**config.mk**
```make
export PLATFORM = sky130hd
export DESIGN_NAME = stage4_mem
export DESIGN_NICKNAME = d
export VERILOG_FILES = /design/src/rtl/stage4_mem_pkg.sv /design/src/rtl/stage4_mem_load_align.sv /design/src/rtl/stage4_mem.sv
export SDC_FILE = /design/constraint.sdc
export NUM_CORES = 1
export LEC_CHECK = 0
export ABC_CLOCK_PERIOD_IN_PS = 2380
export BUFFER_PORTS_ARGS = -buffer_cell sky130_fd_sc_hd__buf_2
export CAP_MARGIN = 40
export CORE_AREA = 5 5 118 120
export DETAILED_ROUTE_END_ITERATION = 12
export DIE_AREA = 0 0 123 125
export MAX_ROUTING_LAYER = met4
export PLACE_DENSITY = 0.77
export SYNTH_ARGS = -nofsm -noshare
export SYNTH_HDL_FRONTEND = slang
export SYNTH_SLANG_ARGS = --single-unit
```
**constraint.sdc**
```tcl
create_clock -name clk -period 2.38 [get_ports clk]
set_clock_uncertainty 0.05 [all_clocks]
set_input_delay 0.119 -clock clk [delete_from_list [all_inputs] [get_ports clk]]
set_output_delay 0.119 -clock clk [all_outputs]
set_load 0.02 [all_outputs]
```
**src/rtl/stage4_mem_pkg.sv**
```systemverilog
// Shared MEM-stage definitions: inter-stage bus widths, the EX->MEM bus layout
// and one-hot load-op bit positions.
package stage4_mem_pkg;

   localparam int WIDTH_ES_TO_MS_BUS = 76;
   localparam int WIDTH_MS_TO_WS_BUS = 70;
   localparam int WIDTH_MS_TO_DS_BUS = 38;

   localparam int LD_B  = 0;
   localparam int LD_BU = 1;
   localparam int LD_H  = 2;
   localparam int LD_HU = 3;
   localparam int LD_W  = 4;

   // Field order matches es_to_ms_bus bit positions, MSB first.
   typedef struct packed {
      logic [4:0]  ld_op;
      logic        res_from_mem;
      logic [31:0] alu_result;
      logic [4:0]  dest;
      logic        gr_we;
      logic [31:0] pc;
   } es_to_ms_t;

endpackage

```
**src/rtl/stage4_mem_load_align.sv**
```systemverilog
// Picks the addressed byte/halfword out of a 32-bit read word and extends it.
module mem_load_align
   import stage4_mem_pkg::*;
(
   input  logic [31:0] mem_rdata,
   input  logic [1:0]  addr,
   input  logic [4:0]  ld_op,
   output logic [31:0] load_data
);

   logic [7:0]  byte_sel;
   logic [15:0] half_sel;

   // addr[0] is ignored for halfwords; misaligned accesses trap further down.
   always_comb begin
      byte_sel  = mem_rdata[{addr, 3'b000} +: 8];
      half_sel  = addr[1] ? mem_rdata[31:16] : mem_rdata[15:0];
      load_data = mem_rdata;
      if (ld_op[LD_B])
         load_data = {{24{byte_sel[7]}}, byte_sel};
      else if (ld_op[LD_BU])
         load_data = {24'b0, byte_sel};
      else if (ld_op[LD_H])
         load_data = {{16{half_sel[15]}}, half_sel};
      else if (ld_op[LD_HU])
         load_data = {16'b0, half_sel};
   end

endmodule

```
**src/rtl/stage4_mem.sv**
```systemverilog
// Pipeline stage 4 (MEM): registers the EX bus, holds SRAM read data across
// WB stalls and produces the write-back result and forwarding bus.
module stage4_mem
   import stage4_mem_pkg::*;
(
   input  logic                          clk,
   input  logic                          reset,
   input  logic                          es_to_ms_valid,
   output logic                          ms_allow_in,
   input  logic [WIDTH_ES_TO_MS_BUS-1:0] es_to_ms_bus,
   input  logic [31:0]                   data_sram_rdata,
   input  logic                          ws_allow_in,
   output logic                          ms_to_ws_valid,
   output logic [WIDTH_MS_TO_WS_BUS-1:0] ms_to_ws_bus,
   output logic [WIDTH_MS_TO_DS_BUS-1:0] ms_to_ds_bus
);

   logic        ms_valid_q, ms_valid_d;
   es_to_ms_t   bus_q, bus_d;
   logic [31:0] rd_buf_q, rd_buf_d;
   logic        rd_buf_v_q, rd_buf_v_d;

   logic        ms_ready_go, accept, leave;
   logic [31:0] mem_rdata, load_data, final_result;

   assign ms_ready_go    = 1'b1;
   assign ms_allow_in    = !ms_valid_q || (ms_ready_go && ws_allow_in);
   assign ms_to_ws_valid = ms_valid_q && ms_ready_go;
   assign accept         = es_to_ms_valid && ms_allow_in;
   assign leave          = ms_to_ws_valid && ws_allow_in;

   // SRAM data is only valid in the first MEM cycle, so a stalled load
   // snapshots it; an entering instruction invalidates the snapshot.
   always_comb begin
      ms_valid_d = ms_valid_q;
      bus_d      = bus_q;
      rd_buf_d   = rd_buf_q;
      rd_buf_v_d = rd_buf_v_q;
      if (ms_allow_in)
         ms_valid_d = es_to_ms_valid;
      if (accept) begin
         bus_d      = es_to_ms_bus;
         rd_buf_v_d = 1'b0;
      end else if (ms_valid_q && !rd_buf_v_q && !leave) begin
         rd_buf_d   = data_sram_rdata;
         rd_buf_v_d = 1'b1;
      end
   end

   always_ff @(posedge clk) begin
      if (reset) begin
         ms_valid_q <= 1'b0;
         bus_q      <= '0;
         rd_buf_q   <= '0;
         rd_buf_v_q <= 1'b0;
      end else begin
         ms_valid_q <= ms_valid_d;
         bus_q      <= bus_d;
         rd_buf_q   <= rd_buf_d;
         rd_buf_v_q <= rd_buf_v_d;
      end
   end

   assign mem_rdata = rd_buf_v_q ? rd_buf_q : data_sram_rdata;

   mem_load_align u_align (
      .mem_rdata (mem_rdata),
      .addr      (bus_q.alu_result[1:0]),
      .ld_op     (bus_q.ld_op),
      .load_data (load_data)
   );

   assign final_result = bus_q.res_from_mem ? load_data : bus_q.alu_result;

   assign ms_to_ws_bus = {final_result, bus_q.dest, bus_q.gr_we, bus_q.pc};
   assign ms_to_ds_bus = {bus_q.gr_we && ms_valid_q, bus_q.dest, final_result};

endmodule

```
; After elaboration in Yosys (flattened, before gate mapping)
; Cells that the tools add are included.
[totals]
reg_bits = 109
inputBits = 112
out_inout_bits = 110
wordCells = 29
[op_classes]
n_shift = 1
mux = 7
bitwise = 1
n_reduce_logical = 11
[ops]
columns = operator, n
row1 = 32-bit two-way mux, 6
row2 = 32-bit by 6-bit variable part select with 8-bit output, 1
row3 = 16-bit two-way mux, 1
row4 = 1-bit logical AND, 5
row5 = 1-bit logical NOT, 3
row6 = 2-bit AND reduction, 1
row7 = 2-bit OR reduction, 1
row8 = 1-bit logical OR, 1
row9 = 1-bit inverter, 1

; Logic depth before layout (Yosys ltp)
[logic_depth]
ltp_word = 7
ltp_mapped = 8

; By module
; Synthesis repeated with hierarchy kept, for this count alone.
[unflattened]
cells_unflattened = 761
area_unflattened_um2 = 6612.6
[by_module_without_submodules]
columns = mod, instances, cells_each, area_each_um2
row1 = stage4_mem, 1, 642, 5760.5
row2 = mem_load_align, 1, 119, 852.1

; Least setup slack after synthesis
; Ideal clock, no wire load.
[synth_path]
kind = register to output
start = register bus_q[39] (netlist name)
end = output ms_to_ws_bus[46]
arrival_time_ns = 2.151
path_slack_ns = 0.060
stages_incl_launch_ff = 8
path_buffers = 3
cell_sequence = dfxtp_1 > buf_6 > mux2_4 > mux4_2 > and3_4 > buf_6 > a221o_1 > buf_4
[synth_between]
elab_chain_cells = 6
elab_cells_between_ends = 7
classes_between = 1 x shift / 6 x mux
[synth_rtl]
columns = item, line
row1 = "start, declared", stage4_mem.sv:19  ; es_to_ms_t bus_q, bus_d;
row2 = "start signal, assigned", stage4_mem.sv:58  ; bus_q <= bus_d;
row3 = "parallel branches: the longest is 4 deep, another holds 32-bit by 6-bit variable part select with 8-bit output", --
row4 = 32-bit two-way mux *, stage4_mem_load_align.sv:19  ; if (ld_op[LD_B])
row5 = 32-bit two-way mux *, stage4_mem.sv:73  ; assign final_result = bus_q.res_from_mem ? load_data : bus_q.alu_result;
row6 = "end, declared", stage4_mem.sv:14  ; output logic [WIDTH_MS_TO_WS_BUS-1:0] ms_to_ws_bus,
; Mark *: on every way between the ends.

; Worst setup path in the final report
[layout_path]
start = register bus_q[39] (netlist name)
end = output ms_to_ds_bus[10]
[layout_between]
elab_chain_cells = 6
elab_cells_between_ends = 7
classes_between = 1 x shift / 6 x mux
[layout_rtl]
columns = item, line
row1 = "parallel branches: the longest is 4 deep, another holds 32-bit by 6-bit variable part select with 8-bit output", --
row2 = 32-bit two-way mux *, stage4_mem_load_align.sv:19
row3 = 32-bit two-way mux *, stage4_mem.sv:73
row4 = "end, declared", stage4_mem.sv:15  ; output logic [WIDTH_MS_TO_DS_BUS-1:0] ms_to_ds_bus
; Marks and branches as above.

==> reports/metrics.csv <==
metric;value;unit
dr.pass1.iters;5;
cts_max_path_buffers;2;
final_common_cell;nand2_1;
crit_arrival;2.29;ns
nFillCells;1096;
placementRows;42;
multiInputGateArea;2840;sq um
cts_buffers;9;
relSlewSlack;56.3;%
dpl-instance-area;6510;sq um
timing.fmax;407;MHz
grt_pass1_vias;5781;
avgSynthCellArea;7.73;sq um
numPortBuffers;220;
h-tree-depth;3;
power_leakage;3.52;nW
grt.overflow.total;0;
violations;negative setup slack;
period_share;103;%
grt_use_met1;28.9;%
wirelength;19200;um
cp_max_fo;8;
drt_iter0_markers;423;
worst_setup_path_start_kind;flop;
setup_viol;16;
grt_usage;25.1;%
start_util;45.1;%
area_growth;38.8;%
worst_pin_slew;0.656;ns
vias;5937;
seq_area;2190;sq um
yosysUniqueCellTypes;32;
critical_path_required;2.21;ns
critPathSlowestCell;mux4_2;
cellPowerDensity;573;nW/um^2
fin_nets;1095;
netlist_area;5810;sq um
gr-usage-met3;5.83;%
cts_tree;built;
antenna_found_initial;3;
dp_hpwl;12400;um
synth_nets;864;
die-area;15400;sq um
ir_drop;487;uV
endpoint_kind;primary output;
coreArea;12900;sq um
wire_per_inst;16.5;um
fp.dieW;123;um
post-layout-total-power;4.62;mW
ant_nets;0;
viasPerCell;5.09;
post-route-drc-count;0;
layout_min_cycle_time;2.46;ns
yosysWarnings;0;
drv_slew;0;
fin_ws;-0.0764;ns
gp_congestion;0.930;
ys_ff_latch;109;
clk_latency;0.35;ns
grt_start_max_net_pins;82;
fin_area;8070;sq um
holdWs;0.0317;ns
drv_cap;0;
ys_seq_area_share;37.5;%
min_path_type;in2reg;
rsz0062_at_grt;true;
layout-drive-gt1-share;31.7;%
fp.dieH;125;um
grt-busiest-layer;met2;
path_clk_slew;0.07;ns
cts_root_buffer;clkbuf_16;
cts.sinks;109;
synth_cells;752;
path_cells;mux2_4 > mux4_2 > and3_4 > a221o_1 > buf_6;
critical_path_class;reg2out;
met2_usage;41.9;%
grt_pass1_wl;29500;um
max_stage_delay;0.48;ns
outcome;finished, violations left;
hold_viol;0;
final_cell_mix;245 x nand2_1, 201 x buf_2, 126 x a21oi_1;
io_pins;222;
## stage by stage
step | cells | setup WS, ns | util, % | setup TNS, ns
final | 1166 | -0.0764 | 62.6 | -1.05
after global routing | 1166 | -0.140 | 62.6 | -3.96
after CTS | 1158 | -0.0698 | 61.8 | -0.852
after detailed placement | 1034 | 0.0940 | 50.6 | 0
after global placement | 1034 | 0.136 | 50.6 | 0
after floorplan | 752 | 0.0602 | - | 0
## power by group
group | total [mW] | leakage [nW] | internal, mW | switching (mW)
registers | 1.98 | 0.895 | 1.92 | 0.0610
clock network | 1.40 | 0.127 | 0.715 | 0.686
logic | 1.24 | 2.50 | 0.543 | 0.694
## path summary, 6_finish.rpt
check / startpoint / endpoint / slack, ns / cells after the start
max reg2reg: ms_to_ws_valid / bus_q[38] / 0.58 / 5
max: bus_q[39] / ms_to_ds_bus[10] / -0.08 / 5
min: es_to_ms_bus[38] / bus_q[38] / 0.03 / 3
min reg2reg: ms_to_ws_bus[14] / ms_to_ws_bus[14] / 0.40 / 2
## layout make-up
type                            count  area share [%]
Multi-Input combinational cell    508            35.3
Timing Repair Buffer              351            31.3
Sequential cell                   109            27.1
Clock buffer                       11            2.89
Tap cell                          176            2.73
Clock inverter                      4           0.419
Inverter                            4           0.186
Antenna cell                        3          0.0931
## registers in the layout, summed over array words and instances (netlist names)
| signal | count |
|---|---|
| ms_to_ws_valid | 1 |
| ms_to_ds_bus | 5 |
| rd_buf_v_q | 1 |
| rd_buf_q | 32 |
| ms_to_ws_bus | 33 |
| bus_q | 37 |
## worst max-delay path: cells and delay by family, from the launching register on
| family | cells | cell delay (ns) |
|---|---|---|
| mux | 2 | 0.81 |
| flops | 1 | 0.41 |
| compound gates | 1 | 0.33 |
| simple gates | 1 | 0.24 |
| buf+inv | 1 | 0.16 |
## Yosys cell counts
master | n | area [sq um]
o2bb2ai_1 | 5 | 43.8
o311a_1 | 6 | 60.1
mux2_4 | 1 | 15.0
clkbuf_1 | 40 | 150
inv_1 | 4 | 15.0
a221oi_1 | 1 | 8.76
nand2b_1 | 1 | 6.26
nor3_1 | 1 | 5.00
nor2b_1 | 1 | 6.26
and2_1 | 2 | 12.5
o21ai_0 | 13 | 65.1
a32o_1 | 1 | 10.0
or2_2 | 1 | 6.26
o22ai_1 | 2 | 12.5
nand2_1 | 246 | 923
mux2i_1 | 6 | 60.1
mux2_2 | 31 | 349
o21a_1 | 2 | 15.0
buf_6 | 2 | 22.5
nand3b_1 | 1 | 7.51
a21oi_1 | 128 | 641
buf_1 | 7 | 26.3
buf_2 | 7 | 35.0
dfxtp_1 | 109 | 2180
nor3b_1 | 1 | 7.51
a221o_1 | 8 | 80.1
nor2_1 | 34 | 128
or2_1 | 1 | 6.26
mux4_1 | 6 | 158
and3_4 | 1 | 11.3
buf_4 | 75 | 563
mux4_2 | 8 | 180
## layer usage
layer	wire length [um]	vias up
met2	9680	248
met5	0	-
li1	-	2901
met1	7600	2742
met3	1250	46
met4	687	0
## cell families after synthesis
logic type,synth area share (%)
AO/OA/AOI/OAI,16.1
buffers and inverters,14.0
AND/OR/NAND/NOR,19.3
flip-flops,37.5
multiplexers,13.1
## timing repair
action	CTS	global route
endpoints found under the setup margin	64	62
gates resized for setup	36	15
buffers inserted	2	4
hold endpoints to repair	107	0
cloned	0	1
hold buffers	107	0
pin swaps	0	0
(Power assumes the default switching activity.)
